`config.mk`:
```
export PLATFORM = sky130hd
export DESIGN_NAME = demux_1xn_stream_flat
export DESIGN_NICKNAME = d
export VERILOG_FILES = /design/src/rtl/demux_1xn_stream_pkg.sv /design/src/rtl/demux_1xn_stream_if.sv /design/src/rtl/demux_1xn_stream_slot.sv /design/src/rtl/demux_1xn_stream.sv /design/src/flat_wrapper.sv
export SDC_FILE = /design/constraint.sdc
export NUM_CORES = 1
export LEC_CHECK = 0
export BUFFER_PORTS_ARGS = -buffer_cell sky130_fd_sc_hd__buf_2
export CAP_MARGIN = 5
export CORE_UTILIZATION = 40
export CTS_CLUSTER_DIAMETER = 120
export CTS_CLUSTER_SIZE = 28
export DETAILED_ROUTE_END_ITERATION = 8
export HOLD_SLACK_MARGIN = 0.05
export PLACE_DENSITY_LB_ADDON = 0.2
export SETUP_SLACK_MARGIN = 0.4
export SKIP_CTS_REPAIR_TIMING = 1
export SKIP_LAST_GASP = 1
export SLEW_MARGIN = 20
export SYNTH_ARGS = -nofsm -noshare
export SYNTH_HDL_FRONTEND = slang
export SYNTH_SLANG_ARGS = --single-unit
```
`constraint.sdc`:
```
create_clock -name clk -period 3.7 [get_ports clk]
set_input_delay 0 -clock clk [delete_from_list [all_inputs] [get_ports clk]]
set_output_delay 0 -clock clk [all_outputs]
set_load 0.1 [all_outputs]
```
`src/rtl/demux_1xn_stream_pkg.sv`:
```
// ---------------------------------------------------------------------------
// demux_pkg
// Shared constants and helpers for the demux_1xn_stream block.
//   DEF_DATA_W / DEF_SEL_W / DEF_N_CH : default parameter values
//   CNT_W                             : width of each per-channel handshake
//                                       counter (DEMUX_CNT_EN builds only)
//   slice_base()                      : LSB position of channel k inside a
//                                       flattened N_CH*DATA_W bus
// ---------------------------------------------------------------------------
package demux_pkg;

    localparam int DEF_DATA_W = 8;
    localparam int DEF_SEL_W  = 3;
    localparam int DEF_N_CH   = 8;
    localparam int CNT_W      = 16;

    function automatic int slice_base(input int k, input int data_w);
        return k * data_w;
    endfunction

endpackage

```
`src/rtl/demux_1xn_stream_if.sv`:
```
// ---------------------------------------------------------------------------
// demux_1xn_stream_if
// Producer-side and consumer-side stream signals of the 1-to-N demux.
//   in_valid/in_ready/in_data/in_sel/in_bcast : single input stream
//   out_valid/out_ready/out_data              : N_CH output streams,
//                                               channel k at
//                                               out_data[k*DATA_W +: DATA_W]
//   sel_err                                   : dropped-word pulse
// Modports:
//   slave  : the demux itself
//   master : the environment (producer + consumers)
// ---------------------------------------------------------------------------
interface demux_1xn_stream_if #(
    parameter int DATA_W = 8,
    parameter int SEL_W  = 3,
    parameter int N_CH   = 8
);

    logic                     in_valid;
    logic                     in_ready;
    logic [DATA_W-1:0]        in_data;
    logic [SEL_W-1:0]         in_sel;
    logic                     in_bcast;
    logic [N_CH-1:0]          out_valid;
    logic [N_CH-1:0]          out_ready;
    logic [N_CH*DATA_W-1:0]   out_data;
    logic                     sel_err;

    modport slave (
        input  in_valid, in_data, in_sel, in_bcast, out_ready,
        output in_ready, out_valid, out_data, sel_err
    );

    modport master (
        output in_valid, in_data, in_sel, in_bcast, out_ready,
        input  in_ready, out_valid, out_data, sel_err
    );

endinterface

```
`src/rtl/demux_1xn_stream_slot.sv`:
```
// ---------------------------------------------------------------------------
// demux_slot
// One-entry output register for a single demux channel.
//   clk, rst_n : clock, asynchronous active-low reset
//   load       : capture load_data this cycle (wins over a drain)
//   load_data  : word to capture
//   ready      : consumer ready for this channel
//   valid      : slot holds a word
//   data       : held word, stable while valid && !ready
//   free       : slot can take a word this cycle (empty, or draining now)
// ---------------------------------------------------------------------------
module demux_slot #(
    parameter int DATA_W = 8
) (
    input  logic              clk,
    input  logic              rst_n,
    input  logic              load,
    input  logic [DATA_W-1:0] load_data,
    input  logic              ready,
    output logic              valid,
    output logic [DATA_W-1:0] data,
    output logic              free
);

    logic              valid_reg;
    logic [DATA_W-1:0] data_reg;

    // Drain and refill in the same cycle is allowed, so a full slot whose
    // consumer is ready counts as free.
    assign free  = ~valid_reg | ready;
    assign valid = valid_reg;
    assign data  = data_reg;

    always_ff @(posedge clk or negedge rst_n) begin
        if (!rst_n) begin
            valid_reg <= 1'b0;
            data_reg  <= '0;
        end else if (load) begin
            valid_reg <= 1'b1;
            data_reg  <= load_data;
        end else if (valid_reg && ready) begin
            valid_reg <= 1'b0;
        end
    end

endmodule

```
`src/rtl/demux_1xn_stream.sv`:
```
// ---------------------------------------------------------------------------
// demux_1xn_stream
// Registered 1-to-N stream demultiplexer with a one-entry slot per channel.
// Each accepted word goes to channel in_sel, or to all channels when
// in_bcast=1 (all-or-nothing). Words with in_sel >= N_CH are accepted,
// discarded, and flagged by a one-cycle sel_err pulse on the next cycle.
//
// Ports:
//   clk     : rising-edge clock
//   rst_n   : asynchronous active-low reset
//   bus     : demux_1xn_stream_if.slave (input stream, N_CH output streams,
//             sel_err)
//   cnt_clr : synchronous clear of all handshake counters (DEMUX_CNT_EN)
//   cnt_out : N_CH x CNT_W handshake counters, channel k at
//             [k*CNT_W +: CNT_W] (DEMUX_CNT_EN)
//
// Optional feature macro: DEMUX_CNT_EN adds cnt_clr/cnt_out and counters.
// ---------------------------------------------------------------------------
module demux_1xn_stream
    import demux_pkg::*;
#(
    parameter int DATA_W = DEF_DATA_W,
    parameter int SEL_W  = DEF_SEL_W,
    parameter int N_CH   = DEF_N_CH
) (
    input  logic                  clk,
    input  logic                  rst_n,
`ifdef DEMUX_CNT_EN
    input  logic                  cnt_clr,
    output logic [N_CH*CNT_W-1:0] cnt_out,
`endif
    demux_1xn_stream_if.slave     bus
);

    logic [N_CH-1:0]        sel_hit;
    logic [N_CH-1:0]        free;
    logic [N_CH-1:0]        load;
    logic [N_CH-1:0]        slot_valid;
    logic [N_CH*DATA_W-1:0] slot_data;
    logic                   sel_in_range;
    logic                   sel_free;
    logic                   all_free;
    logic                   in_ready_comb;
    logic                   xfer;
    logic                   sel_err_next;
    logic                   sel_err_reg;

    genvar gi;

    // When N_CH fills the whole select space no index can be out of range;
    // the comparison is skipped so it does not degenerate to a constant.
    generate
        if (N_CH == (1 << SEL_W)) begin : g_full_range
            assign sel_in_range = 1'b1;
        end else begin : g_part_range
            assign sel_in_range = (int'(bus.in_sel) < N_CH);
        end
    endgenerate

    generate
        for (gi = 0; gi < N_CH; gi++) begin : g_ch
            localparam int BASE = slice_base(gi, DATA_W);

            assign sel_hit[gi] = (bus.in_sel == SEL_W'(gi));
            assign load[gi]    = xfer & (bus.in_bcast | sel_hit[gi]);

            demux_slot #(
                .DATA_W (DATA_W)
            ) u_slot (
                .clk       (clk),
                .rst_n     (rst_n),
                .load      (load[gi]),
                .load_data (bus.in_data),
                .ready     (bus.out_ready[gi]),
                .valid     (slot_valid[gi]),
                .data      (slot_data[BASE +: DATA_W]),
                .free      (free[gi])
            );
        end
    endgenerate

    // One-hot select masking avoids indexing free[] with a possibly
    // out-of-range in_sel.
    assign sel_free = |(free & sel_hit);
    assign all_free = &free;

    always_comb begin
        in_ready_comb = 1'b1;
        if (bus.in_bcast) begin
            in_ready_comb = all_free;
        end else if (sel_in_range) begin
            in_ready_comb = sel_free;
        end
    end

    assign xfer         = bus.in_valid & in_ready_comb;
    assign sel_err_next = xfer & ~bus.in_bcast & ~sel_in_range;

    always_ff @(posedge clk or negedge rst_n) begin
        if (!rst_n) begin
            sel_err_reg <= 1'b0;
        end else begin
            sel_err_reg <= sel_err_next;
        end
    end

    assign bus.in_ready  = in_ready_comb;
    assign bus.out_valid = slot_valid;
    assign bus.out_data  = slot_data;
    assign bus.sel_err   = sel_err_reg;

`ifdef DEMUX_CNT_EN
    // Per-channel completed-handshake counters; clear wins over increment,
    // and the counters wrap naturally at CNT_W bits.
    generate
        for (gi = 0; gi < N_CH; gi++) begin : g_cnt
            logic [CNT_W-1:0] cnt_reg;

            always_ff @(posedge clk or negedge rst_n) begin
                if (!rst_n) begin
                    cnt_reg <= '0;
                end else if (cnt_clr) begin
                    cnt_reg <= '0;
                end else if (slot_valid[gi] && bus.out_ready[gi]) begin
                    cnt_reg <= cnt_reg + CNT_W'(1);
                end
            end

            assign cnt_out[gi*CNT_W +: CNT_W] = cnt_reg;
        end
    endgenerate
`endif

endmodule

```
`src/flat_wrapper.sv`:
```
// flat-port wrapper written by rule: the top's interface ports become plain ports
module demux_1xn_stream_flat import demux_pkg::*;
#(
    parameter int DATA_W = DEF_DATA_W,
    parameter int SEL_W  = DEF_SEL_W,
    parameter int N_CH   = DEF_N_CH
)
  (clk, rst_n, bus_in_valid, bus_in_data, bus_in_sel, bus_in_bcast, bus_out_ready, bus_in_ready, bus_out_valid, bus_out_data, bus_sel_err);
  demux_1xn_stream_if #(.DATA_W(DATA_W), .SEL_W(SEL_W), .N_CH(N_CH)) bus_i ();
  input  logic clk;
  input  logic rst_n;
  input wire logic [$bits(bus_i.in_valid)-1:0] bus_in_valid;
  input wire logic [$bits(bus_i.in_data)-1:0] bus_in_data;
  input wire logic [$bits(bus_i.in_sel)-1:0] bus_in_sel;
  input wire logic [$bits(bus_i.in_bcast)-1:0] bus_in_bcast;
  input wire logic [$bits(bus_i.out_ready)-1:0] bus_out_ready;
  output wire logic [$bits(bus_i.in_ready)-1:0] bus_in_ready;
  output wire logic [$bits(bus_i.out_valid)-1:0] bus_out_valid;
  output wire logic [$bits(bus_i.out_data)-1:0] bus_out_data;
  output wire logic [$bits(bus_i.sel_err)-1:0] bus_sel_err;
  assign bus_i.in_valid = bus_in_valid;
  assign bus_i.in_data = bus_in_data;
  assign bus_i.in_sel = bus_in_sel;
  assign bus_i.in_bcast = bus_in_bcast;
  assign bus_i.out_ready = bus_out_ready;
  assign bus_in_ready = bus_i.in_ready;
  assign bus_out_valid = bus_i.out_valid;
  assign bus_out_data = bus_i.out_data;
  assign bus_sel_err = bus_i.sel_err;
  demux_1xn_stream #(.DATA_W(DATA_W), .SEL_W(SEL_W), .N_CH(N_CH)) u_core (.clk(clk), .rst_n(rst_n), .bus(bus_i));
endmodule
```
==> summary.md <==
| Metric | Value |
|---|---|
| Drt first-iter violations | `309` |
| Max FFs per register | `64` |
| H-tree levels | `3` |
| RSZ-0062 raised after global routing | `false` |
| Port bufs | `95` |
| CP Max Fanout | `52` |
| CP required | `3.70 ns` |
| # fillers | `835` |
| Die height | `98.36 um` |
| Slew Viols, Final | `0` |
| Post-Synthesis Cells | `354` |
| Gr ovfl total | `0` |
| First-pass GRT wire length | `17510 um` |
| Failing checks | `DRC` |
| Most frequent cells in the layout | `95 x buf_2, 72 x dfrtp_1, 49 x nand4_1, 38 x nand2_1, 32 x o211ai_1` |
| Die X | `a little under 100 um` |
| TritonCTS clock tree | `built` |
| Hold Crit Class | `in2reg` |
| Crit start category | `flop` |
| Crit path DAT | `around 2.7 ns` |
| Setup CP Type | `reg2out` |
| Layout cell share with drive strength beyond 1 | `0.3206` |
| Via count | `3477` |
| Area growth, synth to finish | `23.08%` |
| Pre-antenna DRT Iters | `7` |
| Row count | `34` |
| Initial antenna violation count | `0` |
| WL/cell | `19.90 um` |
| Seq/Total Area, Yosys | `0.4852` |
| Status | `finished with violations` |
| Die ar. | `9674 um^2` |
| WL final | `11030 um` |
| Clock period minus worst slack | `2.646 ns` |
| Io pins | `97` |
| Initial Util | `0.4197` |
| Max frequency | `about 380 MHz` |
| Hold Fails Final Rpt | `0` |
| Num CTS Buffers | `9` |
| Top cells by area, synth | `dfrtp_1 49%, nand4_1 8.3%, o211ai_1 6.5%` |
| Post-route clock skew | `0.006035 ns` |
| CP Capture Type | `output pin` |
| Hold WS | `0.01827 ns` |
| GR Util All Layers | `0.2302` |
| Fin util | `0.5165` |
| Worst rel slew slack | `0.3635` |
| Commonest non-fill, non-tap cell in the layout | `buf_2` |
| Root Buffer | `clkbuf_8` |
| Post-synth top area share | `0.4852` |
| DRT antenna net count | `0` |
| TNS Setup | `0 ns` |
| Layout net count | `464` |
| Largest net degree at the start of global routing | `57` |
| Avg Cell Area, Syn | `10.49 um^2` |
| RePlAce Congestion | `roughly 0.8` |
| Multi-input gate area | `1657 um^2` |
| Core area | `8848 um^2` |
| Yosys top cell by area | `dfrtp_1` |
| Worst-case clock buffer depth | `2` |
| Post-Syn Area | `3714 um^2` |
| Fin crit share | `0.7152` |
| Cell variety after synth | `35` |
| Post-synthesis register bit count | `72` |
| Sink Count | `72` |
| FF-to-FF path depth | `5` |
| Synth Warn # | `0` |
| Register area | `1802 um^2` |
| DR vias/cell | `between 6 and 7` |
| Number of max-cap violations | `0` |
| Worst Max-Slew Pin Slew | `0.9504 ns` |
| Vias in the first global route | `3252` |
| Reg clk slew, reported paths | `about 0.080 ns` |
| Final setup vio count | `0` |
| Worst-Skew Late Latency | `between 0.3 and 0.4 ns` |
| DP HPWL | `7130 um` |
| DRC Markers | `10` |
| N_diodes | `0` |
| Syn Nets | `~380` |
| Hold path cells | `3` |
==> worst paths after layout <==
kind / from / to / slack [ns]
min in group asynchronous: rst_n / u_core.g_ch[5].u_slot.valid / 0.32
max reg2reg: u_core.g_ch[2].u_slot.valid / u_core.g_ch[2].u_slot.data[1] / 1.24
max: u_core.g_ch[2].u_slot.valid / bus_in_ready / 1.05
min reg2reg: u_core.g_ch[2].u_slot.data[1] / u_core.g_ch[2].u_slot.data[1] / 0.51
min: bus_out_ready[4] / u_core.g_ch[4].u_slot.valid / 0.02
max in group asynchronous: rst_n / u_core.g_ch[1].u_slot.data[5] / 2.38
==> cell usage after synthesis <==
| library cell | n |
|---|---|
| a21oi_2 | 2 |
| a2bb2oi_1 | 8 |
| a31oi_1 | 2 |
| a32oi_1 | 24 |
| and2_1 | 10 |
| and3_1 | 1 |
| and3b_1 | 1 |
| buf_1 | 2 |
| buf_2 | 7 |
| buf_4 | 10 |
| buf_6 | 4 |
| clkbuf_1 | 19 |
| clkinv_1 | 1 |
| conb_1 | 1 |
| dfrtp_1 | 72 |
| inv_1 | 2 |
| inv_2 | 1 |
| inv_4 | 1 |
| mux2_2 | 16 |
| mux4_2 | 1 |
| nand2_1 | 38 |
| nand2b_1 | 11 |
| nand3_1 | 1 |
| nand3_4 | 1 |
| nand4_1 | 49 |
| nand4b_1 | 1 |
| nor3_1 | 2 |
| nor3b_1 | 1 |
| o2111a_1 | 1 |
| o211ai_1 | 32 |
| o21ai_0 | 11 |
| o21ai_1 | 1 |
| o311ai_1 | 16 |
| o31ai_2 | 3 |
| or3_1 | 1 |
==> cell type report <==
cell class,instances,area share
well taps,108,0.02956
clock buffers,10,0.03011
repair buffers,118,0.1506
multi-input cells,235,0.3624
clock inverters,6,0.02847
inverters,5,0.004654
flip-flops and latches,72,0.3942
==> worst max-delay path, stage by stage (launching register included) <==
cell and delay, ns:
dfrtp_1 0.39, nand2b_1 0.12, mux4_2 0.29, nand3_4 0.48
and3_1 0.50, inv_1 0.07, buf_2 0.42
==> logic make-up after synthesis <==
logic type,synth area share
AOI/OAI and AO/OA,0.2153
buffers and inverters,0.06873
muxes,0.05458
DFF,0.4852
and+or+nand+nor,0.1752
other,0.001010
==> metrics by stage <==
stage | setup slack (ns) | cells | instance area, um^2
floorplan | 1.773 | 354 | 3714
finish | 1.054 | 554 | 4571
CTS | 1.050 | 538 | 4410
global route | 0.9313 | 554 | 4571
global placement | 1.358 | 522 | 4143
detailed placement | 1.272 | 522 | 4143
==> per-layer routing <==
metal | GRT usage | vias to the layer above | wire length [um]
met5 | 0 | - | 0
met4 | 0.08726 | 0 | 175
met3 | 0.03651 | 12 | 639
met2 | 0.3440 | 138 | 5174
met1 | 0.3363 | 1774 | 5036
li1 | - | 1553 | -
Power is not shown: default switching activity piles up to over one toggle a cycle in this logic, so the estimate is an artifact.
